--- config.mk ---
export PLATFORM = sky130hd
export DESIGN_NAME = frame_sync_ctrl
export DESIGN_NICKNAME = d
export VERILOG_FILES = /design/src/rtl/frame_sync_ctrl.sv
export SDC_FILE = /design/constraint.sdc
export NUM_CORES = 1
export LEC_CHECK = 0
export BUFFER_PORTS_ARGS = -buffer_cell sky130_fd_sc_hd__buf_2
export CAP_MARGIN = 20
export CORE_MARGIN = 2
export CORE_UTILIZATION = 50
export DETAILED_ROUTE_END_ITERATION = 12
export GPL_TIMING_DRIVEN = 0
export HOLD_SLACK_MARGIN = 0.12
export MAX_ROUTING_LAYER = met4
export PLACE_DENSITY = 0.75
export SYNTH_ARGS = -nofsm -noshare
export SYNTH_HDL_FRONTEND = slang
export SYNTH_SLANG_ARGS = --single-unit
--- constraint.sdc ---
create_clock -name clk -period 3.2 [get_ports clk]
set_clock_uncertainty 0.15 [all_clocks]
set_input_delay 0.16 -clock clk [delete_from_list [all_inputs] [get_ports clk]]
set_output_delay 0.16 -clock clk [all_outputs]
set_load 0.03 [all_outputs]
--- src/rtl/frame_sync_ctrl.sv ---
// frame_sync_ctrl: pauses the SNES on a chosen line until the HDMI side
// reaches its first line, so the two frame timings line up. Pauses always
// last an even number of cycles to keep the PPU SDRAM phase intact.
module frame_sync_ctrl #(
  parameter logic [7:0]  SYNC_LINE   = 8'd2,
  parameter logic [7:0]  REARM_LINE  = 8'd200,
  parameter logic [19:0] TIMEOUT     = 20'd400000,
  parameter int          LOCK_FRAMES = 4
) (
  input  logic        clk,
  input  logic        reset,
  input  logic        enable,
  input  logic [8:0]  ys,
  input  logic        snes_refresh,
  input  logic        hdmi_first_line,
  output logic        pause,
  output logic        sync_done,
  output logic        lock,
  output logic [7:0]  timeout_cnt,
  output logic [19:0] pause_len
);

  localparam int          LW         = $clog2(LOCK_FRAMES + 1);
  localparam logic [LW-1:0] LOCK_MAX = LW'(LOCK_FRAMES);
  localparam logic [19:0] PCNT_MAX   = 20'hFFFFF;
  localparam logic [19:0] TIMEOUT_M1 = TIMEOUT - 20'd1;

  typedef enum logic [1:0] {
    ARMED = 2'd0,
    PAUSE = 2'd1,
    DONE  = 2'd2
  } state_t;

  state_t        state_reg, state_next;
  logic [1:0]    hs_sync_reg;
  logic          hs;
  logic          parity_reg, parity_next;
  logic [19:0]   pcnt_reg, pcnt_next;
  logic [19:0]   pcnt_inc;
  logic [LW-1:0] lock_run_reg, lock_run_next;
  logic [7:0]    timeout_cnt_reg, timeout_cnt_next;
  logic [19:0]   pause_len_reg, pause_len_next;
  logic          pause_reg, sync_done_reg, lock_reg;
  logic [7:0]    line;
  logic          ys_field_unused;

  // The field bit carries no information for line matching.
  assign line            = ys[7:0];
  assign ys_field_unused = ys[8];

  assign hs       = hs_sync_reg[1];
  assign pcnt_inc = (pcnt_reg == PCNT_MAX) ? PCNT_MAX : pcnt_reg + 20'd1;

  // Two-flop synchronizer bringing the pixel-domain first-line level into clk.
  always_ff @(posedge clk) begin
    if (reset) begin
      hs_sync_reg <= 2'b00;
    end else begin
      hs_sync_reg <= {hs_sync_reg[0], hdmi_first_line};
    end
  end

  // State and counter registers; pause/sync_done/lock follow the next state.
  always_ff @(posedge clk) begin
    if (reset) begin
      state_reg       <= ARMED;
      parity_reg      <= 1'b0;
      pcnt_reg        <= '0;
      lock_run_reg    <= '0;
      timeout_cnt_reg <= '0;
      pause_len_reg   <= '0;
      pause_reg       <= 1'b0;
      sync_done_reg   <= 1'b0;
      lock_reg        <= 1'b0;
    end else begin
      state_reg       <= state_next;
      parity_reg      <= parity_next;
      pcnt_reg        <= pcnt_next;
      lock_run_reg    <= lock_run_next;
      timeout_cnt_reg <= timeout_cnt_next;
      pause_len_reg   <= pause_len_next;
      pause_reg       <= (state_next == PAUSE);
      sync_done_reg   <= (state_next == DONE);
      lock_reg        <= (lock_run_next == LOCK_MAX);
    end
  end

  // Next-state logic: arm on the sync line, hold the pause in cycle pairs,
  // leave on a clean sync, a timeout or a bypass request.
  always_comb begin
    state_next       = state_reg;
    parity_next      = parity_reg;
    pcnt_next        = pcnt_reg;
    lock_run_next    = lock_run_reg;
    timeout_cnt_next = timeout_cnt_reg;
    pause_len_next   = pause_len_reg;

    case (state_reg)
      ARMED: begin
        if (enable && (line == SYNC_LINE) && snes_refresh) begin
          state_next  = PAUSE;
          parity_next = 1'b0;
          pcnt_next   = '0;
        end
      end

      PAUSE: begin
        parity_next = ~parity_reg;
        pcnt_next   = pcnt_inc;
        // Exits only on odd parity so the paused-cycle count stays even.
        if (parity_reg) begin
          if (!enable) begin
            state_next     = ARMED;
            lock_run_next  = '0;
            pause_len_next = pcnt_inc;
          end else if (hs) begin
            // A clean sync wins even if the timeout is reached this cycle.
            state_next     = DONE;
            pause_len_next = pcnt_inc;
            if (lock_run_reg != LOCK_MAX) begin
              lock_run_next = lock_run_reg + 1'b1;
            end
          end else if (pcnt_reg >= TIMEOUT_M1) begin
            state_next     = DONE;
            pause_len_next = pcnt_inc;
            lock_run_next  = '0;
            if (timeout_cnt_reg != 8'hFF) begin
              timeout_cnt_next = timeout_cnt_reg + 8'd1;
            end
          end
        end
      end

      DONE: begin
        if (line == REARM_LINE) begin
          state_next = ARMED;
        end
      end

      default: begin
        state_next = ARMED;
      end
    endcase

    // In bypass the lock history is discarded once per frame.
    if (!enable && (line == REARM_LINE)) begin
      lock_run_next = '0;
    end
  end

  assign pause       = pause_reg;
  assign sync_done   = sync_done_reg;
  assign lock        = lock_reg;
  assign timeout_cnt = timeout_cnt_reg;
  assign pause_len   = pause_len_reg;

endmodule

After elaboration in Yosys (flattened, before gate mapping):

Index checks and enable logic that the tools add are counted.
W data, S select, Z words.

* shift operators: 0
* eq/ne operators: 12
* divide/modulo/power cells: 0
* add/subtract/negate cells: 3
* bitwise gates (word level): 2
* multiply operators: 0
* magnitude comparators: 1
* mux-type cells: 22
* reduce and logical (&&, ||, !) cells: 9

Operator list (count)
* $mux W20: 5
* $pmux W20 S2: 1
* $mux W3: 7
* $add A20 B1 Y20 const B: 1
* $eq A20 B20 Y1 const B: 1
* $ge A20 B19 Y1 const B: 1
* $mux W2: 6
* $add A8 B1 Y8 const B: 1
* $eq A8 B2 Y1 const B: 1
* $eq A8 B8 Y1 const B: 1
* $ne A8 B8 Y1 const B: 1
* $pmux W2 S3: 1
* $reduce_and A6 Y1: 1
* $eq A2 B1 Y1 const B: 2
* $eq A2 B2 Y1 const B: 2
* $add A3 B1 Y3 const B: 1
* $eq A3 B3 Y1 const B: 1
* $logic_and A1 B1 Y1: 3
* $ne A3 B1 Y1 const B: 1
* $ne A3 B3 Y1 const B: 1
* $reduce_and A3 Y1: 1
* $logic_not A2 Y1: 1
* $ne A2 B2 Y1 const B: 1
* $not A1 Y1: 2
* other kinds (5): 5

* latch bits: 0
* memories kept: 0
* RAM bits: 0
* ROM bits: 0
* logic and storage cells: 59
* register bits: 59

Logic depth before layout (Yosys ltp):

* depth in word-level cells: 8
* depth in mapped cells: 7
* mapped depth without buffers: 7

Least setup slack after synthesis:

No wires, ideal clock.

* path type: register to register
* start point: register pcnt_reg[0]
* end point: register pcnt_reg[18]
* arrival: 2.069 ns
* slack: 0.853 ns
* library setup time: 0.128 ns
* stages on the path, launching flop included: 7
* cells stage by stage: dfxtp_1 -> ha_1 -> nand3_1 -> or4_4 -> or4_1 -> a32oi_1 -> nor2_1

* word-level cells in the longest chain between the ends: 3
* elaborated cells between the ends (all ways): 4
* classes of those cells: add/sub (1); eq/ne (1); mux (2)

Ends and longest elaborated chain
* from (decl): RTL line 38 `logic [19:0] pcnt_reg, pcnt_next;`
* from (signal assigned): RTL line 78 `pcnt_reg <= pcnt_next;`
* $add A20 B1 Y20 / $eq A20 B20 Y1 (equally long branches): RTL line 52 `assign pcnt_inc = (pcnt_reg == PCNT_MAX) ? PCNT_MAX : pcnt_reg + 20'd1;`
* $mux W20 (*): RTL line 52
* $pmux W20 S2 (*): RTL line 98 `case (state_reg)`

Mark *: on every way between the ends. The rest lies on a longest branch, timed or not.
A chain may end at the register's enable or synchronous reset.

Final worst setup path:

* start point: register pcnt_reg[0]
* end point: register pause_len_reg[6], in the netlist pause_len[6]

* word-level cells in the longest chain between the ends: 5
* elaborated cells between the ends (all ways): 9
* classes of those cells: add/sub (1); order compare (1); eq/ne (2); mux (4); reduce/logical (1)

Ends and longest elaborated chain
* $add A20 B1 Y20 / $eq A20 B20 Y1 (equally long branches): RTL line 52
* $mux W20: RTL line 52
* $mux W20: RTL line 123 `end else if (pcnt_reg >= TIMEOUT_M1) begin`
* $mux W20: RTL line 116 `end else if (hs) begin`
* $mux W20: RTL line 112 `if (!enable) begin`
* to (signal assigned): RTL line 81 `pause_len_reg <= pause_len_next;`
* to (decl): RTL line 42 `logic [19:0] pause_len_reg, pause_len_next;`

Parallel ways exist; a longest one is shown, timed or not. The select of a mux whose other input is x is not followed.

==> out/qor.txt <==
hold path depth -> 5
FF+latch count, synth -> 59
grt ovf -> 0
global-route wire length before repair -> 13000 um
mux cell area share after synthesis -> 1.06%
slowest stage delay, CP -> 620 ps
critical path arrival -> 3050 ps
Post-synth EDFFs -> 0
Die Y -> 82.4 um
Layout Cells excl Fill -> 506
first-pass iteration count of the detailed router -> 6
post-layout util -> 60.4%
PortBufs -> 42
Ys Warns -> 0
Slew @ Worst Pin -> 803 ps
Total Wirelength -> 8380 um
DRT iter0 DRCs -> 217
CP max FO -> 9
xor-xnor portion of the synthesized cell area -> 2.85%
Mapped Nets -> 388
Clk Latency, worst-skew pair -> 340 ps
Avg Cell Area, Syn -> 8.30 um2
worst rel slew slack -> 46.0%
Layout fillers -> 555
critical path required time -> 3300 ps
root buffer cell -> clkbuf_8
number of I/O pins -> 45
CP Capture Type -> flip-flop
CTS tree -> built
CP Launch Type -> flip-flop
Cell Area, Synth -> 3070 um2
ys async rst share -> 0%
gpl congestion -> 0.975
# placed instances -> 487
hold_ws -> 169 ps
largest family of logic cells by synthesized area -> compound AO/OA/AOI/OAI gates
gr usage total -> 26.3%
worst-case clock buffer depth -> 2
storage element area -> 1180 um2
slowest CP cell -> or4_4
VDD IR-drop max -> 0.000333 V
H-Tree Depth -> 3
Most used DFF post-synth -> dfxtp_1
Die ar. -> 6790 um2
post-route ant nets -> 0
reg2reg end -> pause_len[6]
crit-path cells -> ha_1, nand3_1, or4_4, nor3_2, o21ai_0, o32ai_1
wire per inst -> 16.6 um
Post-Synth Simple-Gate Area -> 23.4%
fmax -> 0.339 GHz
CTS buffer count -> 9
Via Count -> 3086
pin count of the biggest net entering global routing -> 11
register area share after synthesis -> 38.5%
Hold WC Path Type -> primary input to flip-flop
multi-input logic area -> 1720 um2
Post-route DRC -> 0
commonest non-fill, non-tap cell in the layout -> dfxtp_1
P_sw -> 324 uW
post-synthesis cell count -> 370
Worst Hold Launch -> ys[6]
Worst Hold Endpoint -> sync_done
DP Wirelength -> 5850 um
layout cell share with drive strength beyond 1 -> 18.3%
Setup-failing EPs final -> 0
layout overhead on the synthesized area -> 16.5%
pwr dens -> 390 nW/um2
clock network power share -> 43.9%
initial antenna violation count -> 0
Netlist cell types -> 61
Final Slew Violations -> 0
post-CTS sizing -> 0
RSZ-0062 raised after global routing -> false
Core Box Area -> 5920 um2
Initial Util -> 51.9%
Adder-Cell Fraction of Synth Area -> 1.63%
number of global-route vias before repair -> 2706
vias per std cell -> 6.10
most frequent cells in the layout -> 59 x dfxtp_1, 45 x buf_2, 40 x a21oi_1, 27 x o21ai_0
Reg2Reg Depth -> 6
Seq pwr share -> 52.7%
setup slack, reg-to-reg -> 250 ps
Gate power share -> 3.4%
Worst R2R Start -> pcnt_reg[0]
setup tns final -> 0 ps
fin crit period -> 2950 ps
WS Path Type -> flip-flop to flip-flop
CTS sink count -> 59
Switching Fraction -> 23.2%
period utilization -> 92.2%
Inserted Diodes -> 0
# nets final -> 444
chip width -> 82.4 um
final-report hold violation count -> 0
Cell Int Power -> 1070 uW
Clock transition at path regs -> 70 ps
compound-gate portion of the synthesized area -> 27.0%
Std-Cell Rows -> 28
max-cap check violation count -> 0
leakage power -> 0.00128 uW
status -> finished, final reports clean
==> cell usage after synthesis, types with 2 or more instances <==
| master | instances | share of area (%) |
|---|---|---|
| dfxtp_1 | 59 | 38 |
| and3_1 | 4 | 0.81 |
| xor2_1 | 6 | 1.7 |
| a32oi_1 | 3 | 0.86 |
| buf_2 | 3 | 0.49 |
| a211oi_2 | 2 | 0.81 |
| o31ai_1 | 4 | 0.98 |
| nor3_2 | 4 | 1.3 |
| nand3_1 | 20 | 3.3 |
| a21boi_0 | 2 | 0.49 |
| or4_1 | 5 | 1.2 |
| a22oi_1 | 3 | 0.73 |
| a21oi_1 | 40 | 6.5 |
| xnor2_1 | 4 | 1.1 |
| a31oi_1 | 6 | 1.2 |
| inv_1 | 15 | 1.8 |
| o21ai_0 | 27 | 4.4 |
| nor2_1 | 20 | 2.4 |
| o32ai_2 | 3 | 1.6 |
| ha_1 | 4 | 1.6 |
| nand4_1 | 8 | 1.6 |
| nor3_1 | 10 | 1.6 |
| nor4_1 | 10 | 2.0 |
| nor2b_1 | 6 | 1.2 |
| clkbuf_1 | 20 | 2.4 |
| a311oi_1 | 6 | 1.7 |
| nand2_1 | 23 | 2.8 |
| or4_4 | 2 | 0.73 |
| o211ai_1 | 2 | 0.49 |
| and2_1 | 3 | 0.61 |
| o21ai_1 | 5 | 0.81 |
| buf_1 | 2 | 0.24 |
| o32ai_1 | 4 | 1.1 |
| or3_1 | 8 | 1.6 |
==> power groups by stage <==
stage	Clock, uW	Combinational, uW	Sequential [uW]
2_1_floorplan	0	25.0	752
3_3_place_gp	0	43.5	752
3_5_place_dp	0	44.6	752
4_1_cts	623	47.7	736
5_1_grt	660	51.4	735
6_report	613	47.8	736
==> logic make-up (layout without fill, tap and decap cells) <==
family,count (synthesis),after routing
AOI/OAI and AO/OA,122,122
xor gates and xnor gates,10,10
adders and majority gates,4,4
buffers and inverters,42,103
DFF,59,59
muxes,3,3
and+or+nand+nor,130,130
==> worst max path at each step <==
stage | from | end | slack [ps] | cells after the start
after global routing | pcnt_reg[0] | pause_len[9] | 150 | 7
final | pcnt_reg[0] | pause_len[6] | 250 | 6
after global placement | pcnt_reg[0] | pause_len[6] | 370 | 6
after CTS | pcnt_reg[0] | pause_len[6] | 300 | 6
after floorplan | pcnt_reg[0] | pcnt_reg[18] | 850 | 6
after detailed placement | pcnt_reg[0] | pause_len[6] | 340 | 6
==> critical path: cells and delay by family, from the launching register on <==
| family | cells | cell delay (ps) |
|---|---|---|
| fa+ha+maj | 1 | 290 |
| compound gates | 2 | 570 |
| flops | 1 | 430 |
| simple gates | 3 | 1420 |
==> final cells by class <==
cell class / count / area share, %
Clock inverter: 2 / 0.280
Clock buffer: 14 / 4.55
Multi-Input combinational cell: 269 / 48.0
Tap cell: 75 / 2.62
Timing Repair Buffer: 45 / 6.71
Sequential cell: 59 / 33.0
Inverter: 15 / 1.57
Buffer: 27 / 3.25
==> metal layers <==
metal  wire length [um]  GRT usage, %  share of wire [%]  vias to the layer above
li1                   -             -                  -                     1494
met1               3640          30.5                 43                     1461
met2               3970          42.7                 47                      109
met3                516          6.63                6.2                       22
met4                249          12.5                3.0                        0
met5                  0             -                  0                        -
==> metrics by stage <==
| step | total power (uW) | setup slack, ps | instance area, um2 |
|---|---|---|---|
| 2_1_floorplan | 777 | 853 | 3070 |
| 3_3_place_gp | 796 | 366 | 3380 |
| 3_5_place_dp | 797 | 337 | 3380 |
| 4_1_cts | 1410 | 304 | 3580 |
| 5_1_grt | 1450 | 149 | 3580 |
| 6_report | 1400 | 250 | 3580 |
==> timing repair <==
| item | CTS | global route |
|---|---|---|
| hold endpoints to repair | 5 | 0 |
| setup buffers | 0 | 0 |
| hold buffers | 3 | 0 |
Note: power is estimated with default switching activity, not from simulation.
